$ cat src/rtl/instruction_fetch_unit.sv
// Fetch stage: owns the PC, issues word reads to main memory, waits for ACK
// (or a bounded timeout), and hands the captured word to the decoder over a
// valid/ready handshake. Stops for good after delivering the halt word.
//
// state  | meaning
// IDLE   | one cycle after reset before the first request
// REQ    | read strobe out at ADDRESS=pc, waiting for ACK or timeout
// HOLD   | IR/PC_Out valid to decoder, waiting for READY
// HALTED | halt word delivered; only reset leaves this state
module instruction_fetch_unit #(
  parameter int unsigned              DATAWIDTH_BUS = 32,
  parameter logic [DATAWIDTH_BUS-1:0] RESET_PC      = '0,
  parameter int unsigned              ACK_TIMEOUT   = 4,
  parameter logic [DATAWIDTH_BUS-1:0] HALT_WORD     = '1
) (
  input  logic                     FETCH_CLOCK_50,
  input  logic                     FETCH_RESET_InLow,
  output logic [DATAWIDTH_BUS-1:0] FETCH_MEM_ADDRESS_OutBUS,
  output logic                     FETCH_MEM_RD_Out,
  output logic                     FETCH_MEM_WR_Out,
  input  logic [DATAWIDTH_BUS-1:0] FETCH_MEM_data_InBUS,
  input  logic                     FETCH_MEM_ACK_In,
  output logic [DATAWIDTH_BUS-1:0] FETCH_IR_OutBUS,
  output logic [DATAWIDTH_BUS-1:0] FETCH_PC_OutBUS,
  output logic                     FETCH_VALID_Out,
  input  logic                     FETCH_READY_In,
  input  logic                     FETCH_REDIRECT_In,
  input  logic [DATAWIDTH_BUS-1:0] FETCH_REDIRECT_TARGET_InBUS,
  output logic                     FETCH_HALT_Out,
  output logic                     FETCH_TIMEOUT_Out
);

  localparam int unsigned CW = (ACK_TIMEOUT > 1) ? $clog2(ACK_TIMEOUT) : 1;
  localparam logic [CW-1:0] CNT_LAST = CW'(ACK_TIMEOUT - 1);

  typedef enum logic [1:0] {IDLE, REQ, HOLD, HALTED} state_t;

  state_t                   state;
  logic [DATAWIDTH_BUS-1:0] pc;
  logic [CW-1:0]            wait_cnt;
  logic                     halt_pending;
  // First REQ cycle after a redirect keeps RD low so the new address is
  // presented cleanly; no capture can happen in that cycle.
  logic                     bubble;
  logic                     capture;

  // Memory is never written from the fetch stage.
  assign FETCH_MEM_WR_Out = 1'b0;

  // Capture on ACK, or on the last permitted REQ cycle without one.
  always_comb begin
    capture = 1'b0;
    if (state == REQ && !bubble)
      capture = FETCH_MEM_ACK_In || (wait_cnt == CNT_LAST);
  end

  // Fetch sequencer: PC, request strobe, instruction register and flags.
  always_ff @(posedge FETCH_CLOCK_50) begin
    if (!FETCH_RESET_InLow) begin
      state                    <= IDLE;
      pc                       <= RESET_PC;
      wait_cnt                 <= '0;
      halt_pending             <= 1'b0;
      bubble                   <= 1'b0;
      FETCH_MEM_RD_Out         <= 1'b0;
      FETCH_MEM_ADDRESS_OutBUS <= '0;
      FETCH_IR_OutBUS          <= '0;
      FETCH_PC_OutBUS          <= '0;
      FETCH_VALID_Out          <= 1'b0;
      FETCH_HALT_Out           <= 1'b0;
      FETCH_TIMEOUT_Out        <= 1'b0;
    end else if (FETCH_REDIRECT_In && state != HALTED) begin
      // Redirect discards whatever is in flight or held.
      state            <= REQ;
      pc               <= FETCH_REDIRECT_TARGET_InBUS;
      wait_cnt         <= '0;
      halt_pending     <= 1'b0;
      bubble           <= 1'b1;
      FETCH_MEM_RD_Out <= 1'b0;
      FETCH_VALID_Out  <= 1'b0;
    end else begin
      case (state)
        IDLE: begin
          state                    <= REQ;
          bubble                   <= 1'b0;
          FETCH_MEM_RD_Out         <= 1'b1;
          FETCH_MEM_ADDRESS_OutBUS <= pc;
        end
        REQ: begin
          if (bubble) begin
            bubble                   <= 1'b0;
            FETCH_MEM_RD_Out         <= 1'b1;
            FETCH_MEM_ADDRESS_OutBUS <= pc;
          end else if (capture) begin
            state            <= HOLD;
            FETCH_IR_OutBUS  <= FETCH_MEM_data_InBUS;
            FETCH_PC_OutBUS  <= pc;
            pc               <= pc + 1'b1;
            FETCH_VALID_Out  <= 1'b1;
            FETCH_MEM_RD_Out <= 1'b0;
            wait_cnt         <= '0;
            if (!FETCH_MEM_ACK_In)
              FETCH_TIMEOUT_Out <= 1'b1;
            if (FETCH_MEM_data_InBUS == HALT_WORD)
              halt_pending <= 1'b1;
          end else begin
            wait_cnt <= wait_cnt + 1'b1;
          end
        end
        HOLD: begin
          if (FETCH_VALID_Out && FETCH_READY_In) begin
            FETCH_VALID_Out <= 1'b0;
            if (halt_pending) begin
              state          <= HALTED;
              FETCH_HALT_Out <= 1'b1;
            end else begin
              state                    <= REQ;
              FETCH_MEM_RD_Out         <= 1'b1;
              FETCH_MEM_ADDRESS_OutBUS <= pc;
            end
          end
        end
        HALTED: begin
          FETCH_MEM_RD_Out <= 1'b0;
          FETCH_VALID_Out  <= 1'b0;
          FETCH_HALT_Out   <= 1'b1;
        end
        default: state <= IDLE;
      endcase
    end
  end

endmodule
$ cat config.mk
export PLATFORM = sky130hd
export DESIGN_NAME = instruction_fetch_unit
export DESIGN_NICKNAME = d
export VERILOG_FILES = /design/src/rtl/instruction_fetch_unit.sv
export SDC_FILE = /design/constraint.sdc
export NUM_CORES = 1
export LEC_CHECK = 0
export CORE_MARGIN = 2
export CORE_UTILIZATION = 35
export CTS_BUF_LIST = sky130_fd_sc_hd__clkbuf_4 sky130_fd_sc_hd__clkbuf_8
export DETAILED_ROUTE_END_ITERATION = 6
export GPL_ROUTABILITY_DRIVEN = 1
export MAX_ROUTING_LAYER = met4
export PLACE_DENSITY = 0.76
export SLEW_MARGIN = 20
export SYNTH_ARGS = -nofsm -noshare
export SYNTH_HDL_FRONTEND = slang
export SYNTH_SLANG_ARGS = --single-unit
$ cat constraint.sdc
create_clock -name FETCH_CLOCK_50 -period 1.95 [get_ports FETCH_CLOCK_50]
set_input_delay 0.2925 -clock FETCH_CLOCK_50 [delete_from_list [all_inputs] [get_ports FETCH_CLOCK_50]]
set_output_delay 0.2925 -clock FETCH_CLOCK_50 [all_outputs]
set_load 0.02 [all_outputs]
=== Yosys cells after proc, flatten, opt, wreduce, memory -nomap -nowiden ===
Cells that the tools add are included.

* Flip-flop bits (word level): 138
* Bits of input ports: 69
* Output and inout port bits: 101
* Word-level logic and storage cells: 92

* Add/sub/neg operators: 2
* Equal/unequal tests: 17
* Mux-type cells: 30
* Bitwise logic cells: 4
* Reduce and logical (&&, ||, !) cells: 26

{| class="wikitable"
|+ Operators by type and width
! kind !! number
|-
| $mux W32 || 7
|-
| $pmux W32 S3 || 1
|-
| $add A32 B1 Y32 const B || 1
|-
| $eq A32 B32 Y1 const B || 1
|-
| $reduce_and A4 Y1 || 6
|-
| $ne A2 B2 Y1 const B || 7
|-
| $mux W1 || 13
|-
| $mux W2 || 5
|-
| $reduce_and A5 Y1 || 2
|-
| $reduce_bool A2 Y1 || 4
|-
| $eq A2 B2 Y1 const B || 3
|-
| $ne A3 B2 Y1 const B || 2
|-
| $ne A3 B3 Y1 const B || 2
|-
| $pmux W2 S3 || 1
|-
| $reduce_and A3 Y1 || 2
|-
| $reduce_bool A3 Y1 || 2
|-
| $not A1 Y1 || 4
|-
| $pmux W1 S4 || 1
|-
| $reduce_bool A4 Y1 || 1
|-
| $reduce_or A2 Y1 || 2
|-
| $logic_and A1 B1 Y1 || 3
|-
| $pmux W1 S3 || 1
|-
| $add A2 B1 Y2 const B || 1
|-
| $eq A2 B1 Y1 const B || 1
|-
| other kinds (6) || 6
|}

=== Logic depth before layout (Yosys ltp) ===
Gate-level depths: netlist of the first run.

* Word-level depth: 7
* Gate-level depth with buffers: 10
* Depth with buffers taken out: 7

=== Least setup slack after synthesis of the first run ===
Ideal clock, no wire load.

* Path kind: reg2reg
* From: register state[1]
* To: register pc[24]
* Setup time: 0.118 ns
* Data arrival time: 1.721 ns
* Required time: 1.832 ns
* Setup slack: 0.111 ns
* Cell stages (with the launch flop): 10
* Path buffers: 2
* Clock period less this slack: 1.839 ns
* Path through: dfxtp_1 -> inv_1 -> ha_1 -> buf_4 -> nand2b_4 -> buf_2 -> nor2_2 -> nand4_2 -> mux2_2 -> nand3_2

* Cells in the longest elaborated chain, start to end: 5
* Elaborated cells between the ends (all ways): 10
* Classes of those cells: eq/ne (3); mux (2); reduce/logical (5)

{| class="wikitable"
|+ RTL lines
! item !! RTL line !! source
|-
| from (decl) || 38 || <nowiki>state_t state;</nowiki>
|-
| from (signal assigned) || 60 || <nowiki>state <= IDLE;</nowiki>
|-
| from (signal assigned) || 74 || <nowiki>state <= REQ;</nowiki>
|-
| from (signal assigned) || 84 || <nowiki>state <= REQ;</nowiki>
|-
| $eq A2 B1 Y1 || 53, 82 ||
|-
| $logic_and A1 B1 Y1 || 53 || <nowiki>if (state == REQ && !bubble)</nowiki>
|-
| $mux W1 || 53 ||
|-
| $reduce_bool A2 Y1 (no source line) || -- ||
|-
| $reduce_and A3 Y1 (no source line) || -- ||
|-
| to (signal assigned) || 75 || <nowiki>pc <= FETCH_REDIRECT_TARGET_InBUS;</nowiki>
|-
| to (signal assigned) || 98 || <nowiki>pc <= pc + 1'b1;</nowiki>
|-
| to (decl) || 39 || <nowiki>logic [DATAWIDTH_BUS-1:0] pc;</nowiki>
|}

Several ways; a longest one is shown, not always the timed one.
A chain may end at the register's enable or synchronous reset.

=== Worst setup path in the final report of the first run ===
* From: register pc[18]
* To: register pc[29]

* Cells in the longest elaborated chain, start to end: 5

{| class="wikitable"
|+ RTL lines
! item !! RTL line !! source
|-
| $add A32 B1 Y32 || 98 ||
|-
| $mux W32 || 94 || <nowiki>end else if (capture) begin</nowiki>
|-
| $mux W32 || 90 || <nowiki>if (bubble) begin</nowiki>
|-
| $mux W32 || 82 || <nowiki>case (state)</nowiki>
|-
| $mux W32 || 72 || <nowiki>end else if (FETCH_REDIRECT_In && state != HALTED) begin</nowiki>
|}

Every way passes these cells. The select of a mux whose other input is x is not followed.

==> summary.md, run 1 <==
| Metric | Value |
|---|---|
| CTS root buffer | clkbuf_8 |
| Outcome | complete, no violations |
| Via Count | 5961 |
| Syn Inst Count | 751 |
| Hold slack | 0.408 ns |
| Die X | 134 µm |
| Final setup fails | 0 |
| Final hold vios | 0 |
| Max Cap Viol | 0 |
| Setup slack after layout | 0.0954 ns |
| Highest metal used | met4 |
| Dpl hpwl | 13.1 mm |
| Total grt overflow | 0 |
| GRT Overall Usage | 0.215 |
| CP startpoint kind | flop |
| Synth async-reset ratio | 0 |
| Die Y | 134 µm |
| Number of buffers created by CTS | 17 |
| Post-Syn Area per Cell | 7.88 µm² |
| Post-synthesis sequential area ratio | 0.467 |
| CTS Buffer Depth | 2 |
| First-pass GRT wire length | 29.8 mm |
| Wire length on met3 | 1.69 mm |
| IR drop worst, VDD | 0.462 mV |
| Syn_nets | 827 |
| Reg clk slew, reported paths | 0.08 ns |
| Fin Clk Skew | 0.0135 ns |
| Initial antenna violation count | 0 |
| Synth warn | 0 |
| Worst-Margin Slew | 0.770 ns |
| 1st-iter DRT viols | 447 |
| Vias/cell | 5.04 |
| Die area | 18000 µm² |
| Ratio of final minimum period to clock period | 0.951 |
| Skew-Pair Late Insertion Delay | 0.45 ns |
| Placed cells | 1147 |
| Total wire length | 18.4 mm |
| Slew margin rel. | 0.486 |
| Synthesized cell area | 5920 µm² |
| Clk sink count | 138 |
| Vias in the first global route | 5880 |
| Leak | 3.11 nW |
| Layout cell share with drive strength beyond 1 | 0.128 |
| Initial core utilization | 0.357 |
| Fmax | 539 MHz |
| Pwr dens | 763 nW/µm² |
| Final GP Congestion | 0.844 |
| Row cnt | 47 |
| Largest net degree at the start of global routing | 74 |
| Final cell count without fillers | 1182 |
| CTS Hold Buffers Added | 0 |
| Core area | 16600 µm² |
| PortBufs | 168 |
| Filler cell count | 1573 |
| Setup crit end kind | flop |
| Met1 Routed Length | 7.95 mm |
| Drt first pass iters | 6 |
| Routed length per instance | 15.6 µm |
| Pins Over Slew Limit | 0 |
| Remaining antenna violation count after routing | 0 |
| Number of synthesized flops with an enable pin | 0 |
| WS Path Type | flop to flop |
| Residual DRC count | 0 |
| Placed standard-cell area | 8190 µm² |
| Synthesis-to-finish area growth | 46.6% |
| Final Cell Area | 8680 µm² |
| I/O pin total | 170 |
| Req. time, crit path | 2.28 ns |
| Final core area utilization | 0.523 |
| CTS tree | done |
| Final nets | 1024 |
| Min Tclk post-route | 1.85 ns |
| CP Max Fanout | 6 |
| H-tree depth | 4 |
| Post-place setup slack | -0.118 ns |
| Synthesized flop and latch total | 138 |
| Crit path DAT | 2.18 ns |
| Met2 wire len | 8.56 mm |
| Hold crit path type | input port to flop |
| Cell variety after synth | 53 |
| Top FF cell, synth | dfxtp_1 |
[area by class of cell]
cell class	count	area, µm²	share of cell area
Antenna cell	1	2.50	0.000288
Clock buffer	22	290	0.0334
Clock inverter	10	140	0.0161
Inverter	7	27.5	0.00317
Multi-Input combinational cell	549	2910	0.336
Sequential cell	138	2770	0.319
Tap cell	220	275	0.0317
Timing Repair Buffer	235	2260	0.261
[where the power goes]
part | internal (mW) | leakage (nW) | switching (mW)
clock network | 1.40 | 0.212 | 1.15
logic | 0.485 | 1.77 | 0.543
registers | 2.94 | 1.13 | 0.103
total | 4.82 | 3.11 | 1.80
[registers in the layout, indices dropped and copies added, names as in the netlist]
register / flops
FETCH_HALT_Out: 1
FETCH_IR_OutBUS: 32
FETCH_MEM_ADDRESS_OutBUS: 32
FETCH_MEM_RD_Out: 1
FETCH_PC_OutBUS: 32
FETCH_TIMEOUT_Out: 1
FETCH_VALID_Out: 1
bubble: 1
halt_pending: 1
pc: 32
state: 2
wait_cnt: 2
[path summary, 6_finish.rpt]
| path | startpoint | to | slack (ns) | cells past startpoint |
|---|---|---|---|---|
| min reg2reg | FETCH_IR_OutBUS[9] | FETCH_IR_OutBUS[9] | 0.46 | 2 |
| min | FETCH_MEM_data_InBUS[14] | FETCH_IR_OutBUS[14] | 0.41 | 3 |
| max reg2reg | pc[18] | pc[29] | 0.1 | 5 |
| max | pc[18] | pc[29] | 0.1 | 5 |
[placed cells by master (no fill, tap or decap), drive strengths merged, types with 3 or more instances in the layout]
master           n
nor4             9
nor3            11
xnor2            5
nand4           21
nand2b           5
buf             67
bufinv           3
nand3           25
nand2          223
dfxtp          138
a211oi           6
clkinvlp         3
inv              7
ha               7
clkinv           4
a31oi            3
and4             4
o21ai           22
clkdlybuf4s50  168
or4              3
a32oi            3
nor2            28
xor2            17
clkbuf          22
a21oi          124
and3             7
[per-layer routing]
| layer | GRT usage | up-vias |
|---|---|---|
| li1 | - | 2947 |
| met1 | 0.262 | 2760 |
| met2 | 0.342 | 237 |
| met3 | 0.0673 | 17 |
| met4 | 0.0673 | 0 |
| met5 | - | - |
[cell usage after synthesis, types with 10 or more instances]
library cell	instances	area [µm²]
a21oi_1	124	621
dfxtp_1	138	2760
nor3_1	10	50.1
o21ai_0	22	110
xor2_1	17	149
nor2_1	27	101
nand2_1	223	837
buf_2	17	85.1
clkbuf_1	34	128
nand4_1	18	113
nand3_1	23	115
[timing repair]
action,in CTS,in global routing
pin swaps,0,2
resized for setup,1,7
setup buffers,0,2
endpoints found under the setup margin,1,17
[critical path: stages, from the launching register on]
cell	delay [ns]
dfxtp_1	0.50
nand4_1	0.20
nor2_1	0.20
and3_1	0.26
nor3_1	0.07
or4_1	0.50
[kinds of logic after synthesis]
kind of cell,Yosys count,synth area share
compound gates,169,0.155
xor+xnor,22,0.0326
fa+ha+maj,7,0.0148
buf+inv,64,0.0459
flops,138,0.467
mux,4,0.00719
other cells,1,0.000634
simple gates,346,0.278
[metrics by stage]
stage                     power, mW  TNS [ns]
after floorplan                3.57         0
final                          6.62         0
after global routing           6.89   -0.0360
after global placement         4.10    -0.443
after detailed placement       4.12    -0.841
after CTS                      6.64         0
No activity file was read; power rests on OpenSTA's default activity.
==> run 2: changes to the inputs <==
- PLACE_DENSITY: 0.76 -> 0.74
- clock period: 1.95 -> 2.3 ns (I/O delays scaled with it)
==> run 2 against run 1 <==
Compared with the run above:
- cell count fell by 2.7%
- largest cell class unchanged
- largest power group unchanged
- non-clock buffer count fell by 32
- sequential power fell by 14%
- final area fell by 3.7%
- clock skew rose by 0.00063 ns
==> summary.md, run 2 (synthesis results as in run 1) <==
| Metric | Value |
|---|---|
| Filler cell count | 1612 (+2.5%) |
| Register area | 2760 µm² (about the same) |
| Slowest CP cell | dfxtp_1 |
| Drt first pass iters | 7 (+1) |
| Vias in the first global route | 5544 (-5.7%) |
| Number of buffers created by CTS | 17 (unchanged) |
| Largest net degree at the start of global routing | 79 (+6.8%) |
| IR drop worst, VDD | 0.473 mV (+2.3%) |
| Synthesis-to-finish area growth | 41.2% |
| I/O pin total | 170 (unchanged) |
| Die X | 134 µm (unchanged) |
| Final Cell Area | 8360 µm² (-3.7%) |
| CP Cell Sequence | inv_1, ha_1, buf_4, nor2b_1, nand3_2, buf_4, nand2_1, a21oi_1 |
| Vias/cell | 5.04 (-0.11%) |
| CTS tree | done |
| PortBufs | 168 (unchanged) |
| Power Total | 5.45 mW (-18%) |
| Worst-Margin Slew | 0.528 ns (-0.243 ns) |
| Area occupied by multi-input gates | 2900 µm² (-0.60%) |
| Crit path DAT | 2.26 ns (+0.08 ns) |
| 1st-iter DRT viols | 460 (+2.9%) |
| CP max stage delay | 0.36 ns (-0.14 ns) |
| GRT Overall Usage | 0.205 (-0.0100) |
| Outcome | complete, no violations |
| Most frequent cells in the layout | nand2_1, clkdlybuf4s50_1, dfxtp_1 |
| Final core area utilization | 0.504 (-0.0193) |
| Post-CTS Setup Inserts | 0 (unchanged) |
| Req. time, crit path | 2.60 ns (+0.32 ns) |
| Fmax | 510 MHz (-5.4%) |
| Row cnt | 47 (unchanged) |
| Total grt overflow | 0 (unchanged) |
| Placed standard-cell area | 7940 µm² (-3.1%) |
| WS Path Type | flop to flop |
| H-tree depth | 4 (unchanged) |
| Remaining antenna violation count after routing | 0 (unchanged) |
| Via Count | 5793 (-2.8%) |
| Dpl hpwl | 12.5 mm (-4.7%) |
| Final GP Congestion | 0.806 (-4.5%) |
| Min Tclk post-route | 1.96 ns (+0.107 ns) |
| Setup TNS Final | 0 ns (unchanged) |
| Setup crit end kind | flop |
| RSZ-0062 raised after global routing | false |
| Ratio of final minimum period to clock period | 0.853 (-0.0983) |
| Clk sink count | 138 (unchanged) |
| Skew-Pair Late Insertion Delay | 0.44 ns (about the same) |
| Final setup fails | 0 (unchanged) |
| Cts repair resizes | 0 (-1) |
| Residual DRC count | 0 (unchanged) |
| Commonest non-fill, non-tap cell in the layout | nand2_1 |
| First-pass GRT wire length | 28.2 mm (-5.5%) |
| R2r setup slk | 0.34 ns (+0.24 ns) |
| Slew margin rel. | 0.648 (+0.162) |
| Hold crit path type | flop to flop |
| Final nets | 992 (-3.1%) |
| CP startpoint kind | flop |
| CTS root buffer | clkbuf_8 |
| Initial core utilization | 0.357 (unchanged) |
| CP delay by family, top | simple AND/OR/NAND/NOR gates |
| Crit path buf inv count | 3 (+3) |
| Layout cell share with drive strength beyond 1 | 0.0926 (-0.0354) |
| Core area | 16600 µm² (unchanged) |
| Pins Over Slew Limit | 0 (unchanged) |
| Final hold vios | 0 (unchanged) |
| Routed length per instance | 15.5 µm (-0.20%) |
| Leak | 2.92 nW (-6.1%) |
| Most common cell on crit path | buf_4 |
| CTS Buffer Depth | 2 (unchanged) |
| Max Cap Viol | 0 (unchanged) |
| Die Y | 134 µm (unchanged) |
| Initial antenna violation count | 1 (+1) |
| Die area | 18000 µm² (unchanged) |
| Total wire length | 17.9 mm (-2.9%) |
| Pwr dens | 652 nW/µm² (-15%) |
| Reg clk slew, reported paths | 0.08 ns (about the same) |
| CP Max Fanout | 33 (+27) |
| Fin Clk Skew | 0.0141 ns (+0.000634 ns) |
| CTS Hold Buffers Added | 0 (unchanged) |
-- run 2: per-layer routing --
metal	up-vias	global-route usage	routed length, µm
met1	2653	0.246	7740
met5	-	-	0
met2	225	0.322	8350
li1	2890	-	-
met3	25	0.0650	1450
met4	0	0.0819	341
-- run 2: per-stage QoR --
stage	instances	hold slack [ns]	worst slack, ns
6_report	1150	0.454	0.339
5_1_grt	1150	0.474	0.154
4_1_cts	1149	0.451	0.333
3_5_place_dp	1117	0.447	0.157
3_3_place_gp	1117	0.441	0.187
2_1_floorplan	751	0.436	0.461
-- run 2: report_power, final --
part | total, mW | leakage, nW | internal (mW) | switching, mW
sequential | 2.60 | 1.13 | 2.49 | 0.107
combinational | 0.784 | 1.59 | 0.359 | 0.425
clock | 2.06 | 0.201 | 1.12 | 0.945
total | 5.45 | 2.92 | 3.97 | 1.48
-- run 2: cell type report --
class                           instances  area share
Timing Repair Buffer                  203       0.237
Multi-Input combinational cell        549       0.347
Clock buffer                           20      0.0314
Tap cell                              220      0.0329
Inverter                                7     0.00329
Antenna cell                            1    0.000299
Sequential cell                       138       0.331
Clock inverter                         12      0.0178
-- run 2: tightest hold or removal path: stages (launching register included) --
cell and delay [ns]:
dfxtp_1 0.31, nand2_1 0.05, a21oi_1 0.05
-- run 2: worst paths after layout --
check | startpoint | endpoint | depth (start not counted)
setup / recovery | state[1] | FETCH_IR_OutBUS[1] | 8
hold reg to reg | FETCH_PC_OutBUS[17] | FETCH_PC_OutBUS[17] | 2
hold / removal | FETCH_PC_OutBUS[17] | FETCH_PC_OutBUS[17] | 2
setup reg to reg | state[1] | FETCH_IR_OutBUS[1] | 8
==> run 3: changes to the inputs <==
- REMOVE_ABC_BUFFERS: unset -> 1
==> run 3 against run 2 <==
Compared with the run above:
- global-route usage shrank 0.79 points
- cell count shrank 0.70%
- flip-flop and latch count is the same
- critical path depth shrank 1
- routed wire length shrank 3.3%
- maximum frequency shrank 3.2%
- combinational power shrank 3.4%
- first-iteration DRC count shrank 25%
- count of clock-buffer cells in the layout grew 2
- worst hold slack is essentially flat
- clock power grew 6%
- highest routed layer unchanged
==> summary.md, run 3 (synthesis results as in run 1) <==
| Metric | Value |
|---|---|
| Fmax | 493 MHz (-3.2%) |
| 1st-iter DRT viols | 345 (-25%) |
| Die X | 134 µm (unchanged) |
| Post-CTS Setup Inserts | 0 (unchanged) |
| Initial antenna violation count | 0 (-1) |
| RSZ-0062 raised after global routing | false |
| Synthesis-to-finish area growth | 41.0% |
| Commonest non-fill, non-tap cell in the layout | nand2_1 |
| Row cnt | 47 (unchanged) |
| Final GP Congestion | 0.841 (+4.4%) |
| Final hold vios | 0 (unchanged) |
| Drt first pass iters | 5 (-2) |
| Final nets | 985 (-0.71%) |
| Number of buffers created by CTS | 17 (unchanged) |
| Post-place setup slack | 0.152 ns (-0.00521 ns) |
| Skew-Pair Late Insertion Delay | 0.45 ns (about the same) |
| Outcome | complete, no violations |
| Cts repair resizes | 0 (unchanged) |
| Setup crit end kind | flop |
| Slew margin rel. | 0.606 (-0.0423) |
| Total wire length | 17.3 mm (-3.3%) |
| N_diodes | 0 (-1) |
| Dpl hpwl | 12.1 mm (-2.9%) |
| I/O pin total | 170 (unchanged) |
| Hold crit path type | flop to flop |
| Pwr dens | 663 nW/µm² (+1.8%) |
| Setup slack after layout | 0.273 ns (-0.0651 ns) |
| Core area | 16600 µm² (unchanged) |
| Vias in the first global route | 5274 (-4.9%) |
| Reg clk slew, reported paths | 0.08 ns (about the same) |
| Most frequent cells in the layout | nand2_1, clkdlybuf4s50_1, dfxtp_1 |
| Setup TNS Final | 0 ns (unchanged) |
| Vias/cell | 5.02 (-0.43%) |
| Routed length per instance | 15.1 µm (-2.6%) |
| Req. time, crit path | 2.65 ns (+0.05 ns) |
| WS Path Type | flop to flop |
| Leak | 2.90 nW (-0.62%) |
| Crit path DAT | 2.38 ns (+0.12 ns) |
| CTS Buffer Depth | 2 (unchanged) |
| GRT Overall Usage | 0.197 (-0.00791) |
| PortBufs | 168 (unchanged) |
| First-pass GRT wire length | 27.4 mm (-2.8%) |
| Max Cap Viol | 0 (unchanged) |
| CP startpoint kind | flop |
| Ratio of final minimum period to clock period | 0.881 (+0.0283) |
| IR drop worst, VDD | 0.328 mV (-31%) |
| Via Count | 5728 (-1.1%) |
| Worst-Margin Slew | 0.591 ns (+0.0635 ns) |
| Layout cell share with drive strength beyond 1 | 0.0857 (-0.00689) |
| CTS root buffer | clkbuf_8 |
| Pins Over Slew Limit | 0 (unchanged) |
| CP Max Fanout | 8 (-76%) |
| Largest net degree at the start of global routing | 68 (-14%) |
| Die area | 18000 µm² (unchanged) |
| Remaining antenna violation count after routing | 0 (unchanged) |
| Die Y | 134 µm (unchanged) |
| H-tree depth | 4 (unchanged) |
| Residual DRC count | 0 (unchanged) |
| Min Tclk post-route | 2.03 ns (+0.0651 ns) |
| Fin Clk Skew | 0.0161 ns (+0.00195 ns) |
| Initial core utilization | 0.357 (unchanged) |
| Final cell count without fillers | 1142 (-0.70%) |
| CTS Hold Buffers Added | 0 (unchanged) |
| Placed cells | 1110 (-0.63%) |
| CTS tree | done |
| Clk sink count | 138 (unchanged) |
| Final setup fails | 0 (unchanged) |
| Total grt overflow | 0 (unchanged) |
==> run 3: cell types whose count changed in the layout (fill, tap and decap cells not counted) <==
cell	delta
clkinv_2	-3
clkbuf_8	+4
diode_2	-1
inv_4	+1
clkbuf_4	-2
buf_12	+1
buf_4	-8
==> run 3: area by class of cell <==
class / count / area, µm²
Clock buffer: 22 / 303
Sequential cell: 138 / 2760
Clock inverter: 10 / 139
Tap cell: 220 / 275
Multi-Input combinational cell: 549 / 2900
Fill cell: 1629 / 8240
Inverter: 7 / 28.8
Timing Repair Buffer: 196 / 1940
==> run 3: critical path: stages, from the launching register on <==
cell and delay (ns):
dfxtp_1 0.42, ha_1 0.28, buf_4 0.19, nor2b_1 0.27, nand3_2 0.25, nor4b_1 0.32, a221oi_1 0.12, o31ai_1 0.09
==> run 3: report_power, final <==
| group | internal (mW) | switching [mW] | total (mW) | leakage [nW] |
|---|---|---|---|---|
| clock | 1.22 | 0.962 | 2.18 | 0.213 |
| sequential | 2.49 | 0.111 | 2.60 | 1.13 |
| combinational | 0.350 | 0.407 | 0.757 | 1.56 |
==> run 3: through the flow <==
stage	utilization	cell area [µm²]	power [mW]	hold WS, ns
2_1_floorplan	-	5670	2.99	0.436
3_3_place_gp	0.477	7910	3.40	0.441
3_5_place_dp	0.477	7910	3.41	0.446
4_1_cts	0.503	8350	5.59	0.444
5_1_grt	0.503	8350	5.79	0.464
6_report	0.503	8350	5.54	0.454
==> run 3: final timing paths <==
path | start | end | slack (ns) | cells after the start
setup / recovery | state[0] | pc[31] | 0.27 | 7
hold / removal | FETCH_MEM_ADDRESS_OutBUS[30] | FETCH_MEM_ADDRESS_OutBUS[30] | 0.45 | 2
setup reg to reg | state[0] | pc[31] | 0.27 | 7
hold reg to reg | FETCH_MEM_ADDRESS_OutBUS[30] | FETCH_MEM_ADDRESS_OutBUS[30] | 0.45 | 2
==> run 3: routing by layer <==
layer | up-vias | GRT usage | share of wire | wire length (µm)
met5 | - | - | 0 | 0
met4 | 0 | 0.0649 | 0.018 | 305
met3 | 24 | 0.0416 | 0.047 | 814
met2 | 143 | 0.312 | 0.48 | 8310
met1 | 2687 | 0.253 | 0.45 | 7870
li1 | 2874 | - | - | -
